### src/rtl/result_display_ctrl.sv
// result_display_ctrl: captures the result of an external 4-bit adder/subtractor
// on a debounced button press, holds it on LEDs and shows it on a 4-digit
// multiplexed 7-segment display.
// Optional feature macro: OVERFLOW_DISPLAY_EN (holds signed overflow, shows 'o' on digit3).
module result_display_ctrl #(
    parameter int unsigned DEBOUNCE_CYCLES = 500000,
    parameter int unsigned REFRESH_CYCLES  = 100000
) (
    input  logic       clk,
    input  logic       rst_n,
    input  logic [3:0] a_i,
    input  logic [3:0] b_i,
    input  logic       mode_i,
    input  logic [3:0] sum_i,
    input  logic       carry_i,
    input  logic       capture_btn_i,
    output logic [4:0] led_o,
    output logic       valid_o,
    output logic       ovf_o,
    output logic [6:0] seg_n_o,
    output logic [3:0] an_n_o
);

    localparam int unsigned DB_W  = (DEBOUNCE_CYCLES > 1) ? $clog2(DEBOUNCE_CYCLES) : 1;
    localparam int unsigned REF_W = (REFRESH_CYCLES > 1) ? $clog2(REFRESH_CYCLES) : 1;
    localparam logic [DB_W-1:0]  DB_LAST  = DB_W'(DEBOUNCE_CYCLES - 1);
    localparam logic [REF_W-1:0] REF_LAST = REF_W'(REFRESH_CYCLES - 1);
    localparam logic [6:0]       SEG_BLANK = 7'h7F;
    localparam logic [6:0]       SEG_LO_O  = 7'h23;  // segments c,d,e,g lit
    localparam logic [6:0]       SEG_ZERO  = 7'h40;
    localparam logic [6:0]       SEG_ONE   = 7'h79;
    localparam logic [6:0]       SEG_A     = 7'h08;
    localparam logic [6:0]       SEG_FIVE  = 7'h12;

    typedef enum logic {
        S_EMPTY = 1'b0,
        S_HELD  = 1'b1
    } state_t;

    state_t           state_q, state_d;
    logic [1:0]       sync_q;
    logic             db_level_q;
    logic             db_prev_q;
    logic [DB_W-1:0]  db_cnt_q;
    logic [REF_W-1:0] ref_cnt_q;
    logic [1:0]       digit_q;
    logic             mode_q;
    logic             capture_c;
    logic             ovf_new_c;
    logic [3:0]       sum_d;
    logic             carry_d;
    logic             mode_d;
    logic             ovf_d;
    logic [6:0]       seg_d;
    logic [3:0]       an_d;

    // Active-low hex glyphs, bit0 = a .. bit6 = g
    function automatic logic [6:0] hex_glyph(input logic [3:0] v);
        logic [6:0] g;
        case (v)
            4'h0: g = 7'h40;
            4'h1: g = 7'h79;
            4'h2: g = 7'h24;
            4'h3: g = 7'h30;
            4'h4: g = 7'h19;
            4'h5: g = 7'h12;
            4'h6: g = 7'h02;
            4'h7: g = 7'h78;
            4'h8: g = 7'h00;
            4'h9: g = 7'h10;
            4'hA: g = 7'h08;
            4'hB: g = 7'h03;
            4'hC: g = 7'h46;
            4'hD: g = 7'h21;
            4'hE: g = 7'h06;
            default: g = 7'h0E;
        endcase
        return g;
    endfunction

`ifdef OVERFLOW_DISPLAY_EN
    logic unused_bits;
    assign unused_bits = ^{a_i[2:0], b_i[2:0]};

    // Signed overflow of the external add/subtract, judged from operand and sum sign bits
    assign ovf_new_c = (a_i[3] == (b_i[3] ^ mode_i)) && (sum_i[3] != a_i[3]);

    // Held overflow flag
    always_ff @(posedge clk or negedge rst_n) begin
        if (!rst_n) begin
            ovf_o <= 1'b0;
        end else begin
            ovf_o <= ovf_d;
        end
    end
`else
    logic unused_bits;
    assign unused_bits = ^{a_i, b_i};
    assign ovf_new_c   = 1'b0;
    assign ovf_o       = 1'b0;
`endif

    // Two-flop synchronizer for the asynchronous button
    always_ff @(posedge clk or negedge rst_n) begin
        if (!rst_n) begin
            sync_q <= 2'b00;
        end else begin
            sync_q <= {sync_q[0], capture_btn_i};
        end
    end

    // Debouncer: level follows the synchronized input only after a full run of mismatches
    always_ff @(posedge clk or negedge rst_n) begin
        if (!rst_n) begin
            db_level_q <= 1'b0;
            db_prev_q  <= 1'b0;
            db_cnt_q   <= '0;
        end else begin
            db_prev_q <= db_level_q;
            if (sync_q[1] != db_level_q) begin
                if (db_cnt_q == DB_LAST) begin
                    db_level_q <= sync_q[1];
                    db_cnt_q   <= '0;
                end else begin
                    db_cnt_q <= db_cnt_q + DB_W'(1);
                end
            end else begin
                db_cnt_q <= '0;
            end
        end
    end

    assign capture_c = db_level_q & ~db_prev_q;

    // FSM state register
    always_ff @(posedge clk or negedge rst_n) begin
        if (!rst_n) begin
            state_q <= S_EMPTY;
        end else begin
            state_q <= state_d;
        end
    end

    // FSM next state and next held values; a capture pulse loads the inputs
    always_comb begin
        state_d = state_q;
        sum_d   = led_o[3:0];
        carry_d = led_o[4];
        mode_d  = mode_q;
        ovf_d   = ovf_o;
        case (state_q)
            S_EMPTY: if (capture_c) state_d = S_HELD;
            S_HELD:  if (capture_c) state_d = S_HELD;
            default: state_d = S_EMPTY;
        endcase
        if (capture_c) begin
            sum_d   = sum_i;
            carry_d = carry_i;
            mode_d  = mode_i;
            ovf_d   = ovf_new_c;
        end
    end

    // Held result registers
    always_ff @(posedge clk or negedge rst_n) begin
        if (!rst_n) begin
            led_o   <= 5'b0;
            valid_o <= 1'b0;
            mode_q  <= 1'b0;
        end else begin
            led_o   <= {carry_d, sum_d};
            valid_o <= (state_d == S_HELD);
            mode_q  <= mode_d;
        end
    end

    // Refresh counter and active digit index
    always_ff @(posedge clk or negedge rst_n) begin
        if (!rst_n) begin
            ref_cnt_q <= '0;
            digit_q   <= 2'd0;
        end else if (ref_cnt_q == REF_LAST) begin
            ref_cnt_q <= '0;
            digit_q   <= digit_q + 2'd1;
        end else begin
            ref_cnt_q <= ref_cnt_q + REF_W'(1);
        end
    end

    // Segment pattern and digit enable for the active digit, built from next held values
    always_comb begin
        seg_d = SEG_BLANK;
        an_d  = 4'hF;
        case (digit_q)
            2'd0: begin
                an_d  = 4'b1110;
                seg_d = hex_glyph(sum_d);
            end
            2'd1: begin
                an_d  = 4'b1101;
                seg_d = carry_d ? SEG_ONE : SEG_ZERO;
            end
            2'd2: begin
                an_d  = 4'b1011;
                seg_d = mode_d ? SEG_FIVE : SEG_A;
            end
            default: begin
                an_d  = 4'b0111;
                seg_d = ovf_d ? SEG_LO_O : SEG_BLANK;
            end
        endcase
        if (state_d != S_HELD) begin
            seg_d = SEG_BLANK;
        end
    end

    // Display output registers, updated together
    always_ff @(posedge clk or negedge rst_n) begin
        if (!rst_n) begin
            seg_n_o <= SEG_BLANK;
            an_n_o  <= 4'hF;
        end else begin
            seg_n_o <= seg_d;
            an_n_o  <= an_d;
        end
    end

endmodule

### config.mk
export PLATFORM = sky130hd
export DESIGN_NAME = result_display_ctrl
export DESIGN_NICKNAME = d
export VERILOG_FILES = /design/src/rtl/result_display_ctrl.sv
export SDC_FILE = /design/constraint.sdc
export NUM_CORES = 1
export LEC_CHECK = 0
export CORE_MARGIN = 2
export CORE_UTILIZATION = 35
export CTS_CLUSTER_DIAMETER = 50
export DETAILED_ROUTE_END_ITERATION = 10
export PLACE_DENSITY = 0.62
export SLEW_MARGIN = 30
export SYNTH_ARGS = -nofsm -noshare
export SYNTH_HDL_FRONTEND = slang
export SYNTH_SLANG_ARGS = --single-unit
### constraint.sdc
create_clock -name clk -period 2.64 [get_ports clk]
set_clock_uncertainty 0.05 [all_clocks]
set_input_delay 0.396 -clock clk [delete_from_list [all_inputs] [get_ports clk]]
set_output_delay 0.396 -clock clk [all_outputs]
set_load 0.005 [all_outputs]
==> out/metrics.csv <==
metric,value,unit
rows,34,
min_period,2.251,ns
htree_levels,3,
ys_ff_latch,60,
rsz0062_at_grt,false,
end_kind,register,
whs,0.1517,ns
arrival,2.48,ns
fillCellCount,813,
clk_root_buffer_cell,clkbuf_8,
hold_path_class,primary input to async pin,
finalSetupViolCount,0,
path_clk_slew,0.07,ns
status,finished clean,
fmax,444.3,MHz
final-instance-count-excl-fill,443,
yosysTopAreaCell,dfrtp_1,
dr.first_iter.drc_count,91,
cp-start-kind,register,
syn_inst,291,
final_nets,358,
diodes,0,
wire_per_inst,13.40,um
maxCapViolations,0,
clock_path_buffers,2,
synth_top_area_frac,0.4033,
via_per_inst,5.072,
cts-resized-gates,0,
met1_usage,0.1932,
synth_fp_nets,319,
cts_setup_buffers,0,
die_w,97.21,um
yosysSeqAreaShare,0.4984,
numCtsBuffers,9,
cts_hold_buf,0,
ant_nets,0,
ir_drop,0.3842,mV
area_delta_synth_final,19.84,%
place_inst,427,
tritoncts,yes,
period_share,0.8526,
grt_pass1_wl,10.43,mm
setup_tns,0,ns
synthFlopType,dfrtp_1,
syn-cell-area,3040,um2
crit-reg2reg-launch,db_level_q,
initial_core_util,0.3556,
synthTopCellsByCount,"dfrtp_1 (49), nor2_1 (30), xnor2_1 (24)",
switching_share,0.2191,
die_y,97.21,um
slew_viol_final,0,
synth_edf_count,0,
clkPwrFrac,0.443,
yosysWarnings,0,
grt_use_met2,0.1982,
critical_path_required,2.87,ns
grt_pass1_vias,2238,
synth_area_leaders,"dfrtp_1 (40%), dfstp_2 (9.5%), xnor2_1 (6.9%)",
globalplace.congestion,0.8468,
vias,2247,
cts_sinks,60,
finalHoldViolations,0,
p_int,1420,uW
io_buffer_count,25,
switching_power,398.4,uW
grt_antenna_before_repair,0,
yosysMostFrequentCell,dfrtp_1,
combinationalPowerShare,0.042,
grt_usage,0.1369,
first_pass_iters,4,
crit_start,db_level_q,
coreArea,8551,um2
grt_overflow,0,
synth_async_sr_flop_share,1.000,
powerDensity,499.1,nW/um2
grt_max_degree,61,
die_area,9449,um2
crit_path_max_fanout,9,
grt_busiest_layer,met2,
drc,0,
met3_usage,0.03597,
postSynthAreaPerCell,10.45,um2
slew-limit-headroom,0.5145,
wirelength,5.935,mm
worst_pin_slew,0.7282,ns
worstSkewPairLatency,0.33,ns
io_pins,35,
hpwl,4.268,mm
power_frac_seq,0.515,
worstSetupPathType,register to register,
ys_types,52,
drive_above_1_share,0.1373,
power_leakage,0.001517,uW
==> critical path, cell delays in order (launching register included) <==
cell and delay, ns:
dfrtp_1 0.54, nor2b_1 0.35, nand2_1 0.12, o21ai_0 0.17, ha_1 0.33, a211oi_1 0.06, a2111oi_0 0.40, a2111o_1 0.18
==> power by group through the flow <==
stage	Sequential, uW	Combinational (uW)	Clock [uW]
4_1_cts	936	79.2	835
5_1_grt	936	88.5	883
6_report	936	76.9	806
3_3_place_gp	952	77.4	0
3_5_place_dp	952	78.6	0
2_1_floorplan	951	32.9	0
==> path summary, 6_finish.rpt <==
path	endpoint	slack, ns	cells past startpoint
max	seg_n_o[6]	0.39	7
min	db_cnt_q[4]	0.15	2
max reg2reg	seg_n_o[6]	0.39	7
min reg2reg	sync_q[1]	0.30	0
max in group asynchronous	led_o[3]	1.89	2
min in group clk	sync_q[1]	0.30	0
==> per-layer routing <==
metal  up-vias  share of wire
met2        51           0.45
li1       1112              -
met4         0          0.018
met1      1075           0.49
met3         9          0.041
met5         -              0
==> registers in the layout, summed over array words and instances, names as in the netlist <==
name and cells:
mode_q 1, db_prev_q 1, db_level_q 1, led_o 5, valid_o 1, digit_q 2
sync_q 2, an_n_o 4, db_cnt_q 19, ref_cnt_q 17, seg_n_o 7
==> logic make-up after synthesis <==
group / synth area share
compound gates: 0.08725
simple gates: 0.2008
other cells: 0.001233
fa+ha+maj: 0.04527
flops: 0.4984
mux: 0.04115
buf+inv: 0.03662
xor+xnor: 0.08930
==> final cells by class <==
cell class | instances | area, um2 | share of cell area
flip-flops and latches | 60 | 1515 | 0.4159
multi-input cells | 206 | 1414 | 0.3881
repair buffers | 34 | 312.8 | 0.08585
clock buffers | 12 | 145.1 | 0.03984
well taps | 108 | 135.1 | 0.03709
inverters | 19 | 71.32 | 0.01957
clock inverters | 4 | 50.05 | 0.01374
==> placed cells by master, fill, tap and decap left out, types with 4 or more instances in the layout <==
cell type and n:
a21oi_1 9, buf_4 9, clkbuf_8 10, clkdlybuf4s50_1 24
dfrtp_1 49, dfstp_2 11, ha_1 11, inv_1 18
mux2_2 4, mux2i_1 8, nand2_1 17, nand2b_1 5
nand3_1 12, nand4_1 9, nor2_1 30, nor3_1 8
nor4_1 8, o21ai_0 8, or3_1 4, xnor2_1 24
xor2_1 7
==> per-stage QoR <==
stage	area, um2	utilization	power, uW	worst slack, ns
6_report	3643	0.4261	1819	0.3891
3_5_place_dp	3448	0.4033	1031	0.3649
5_1_grt	3643	0.4261	1907	0.1117
3_3_place_gp	3448	0.4033	1029	0.3161
4_1_cts	3643	0.4261	1850	0.3941
2_1_floorplan	3040	-	983.9	0.5414
Power figures use the tool's default switching activity.
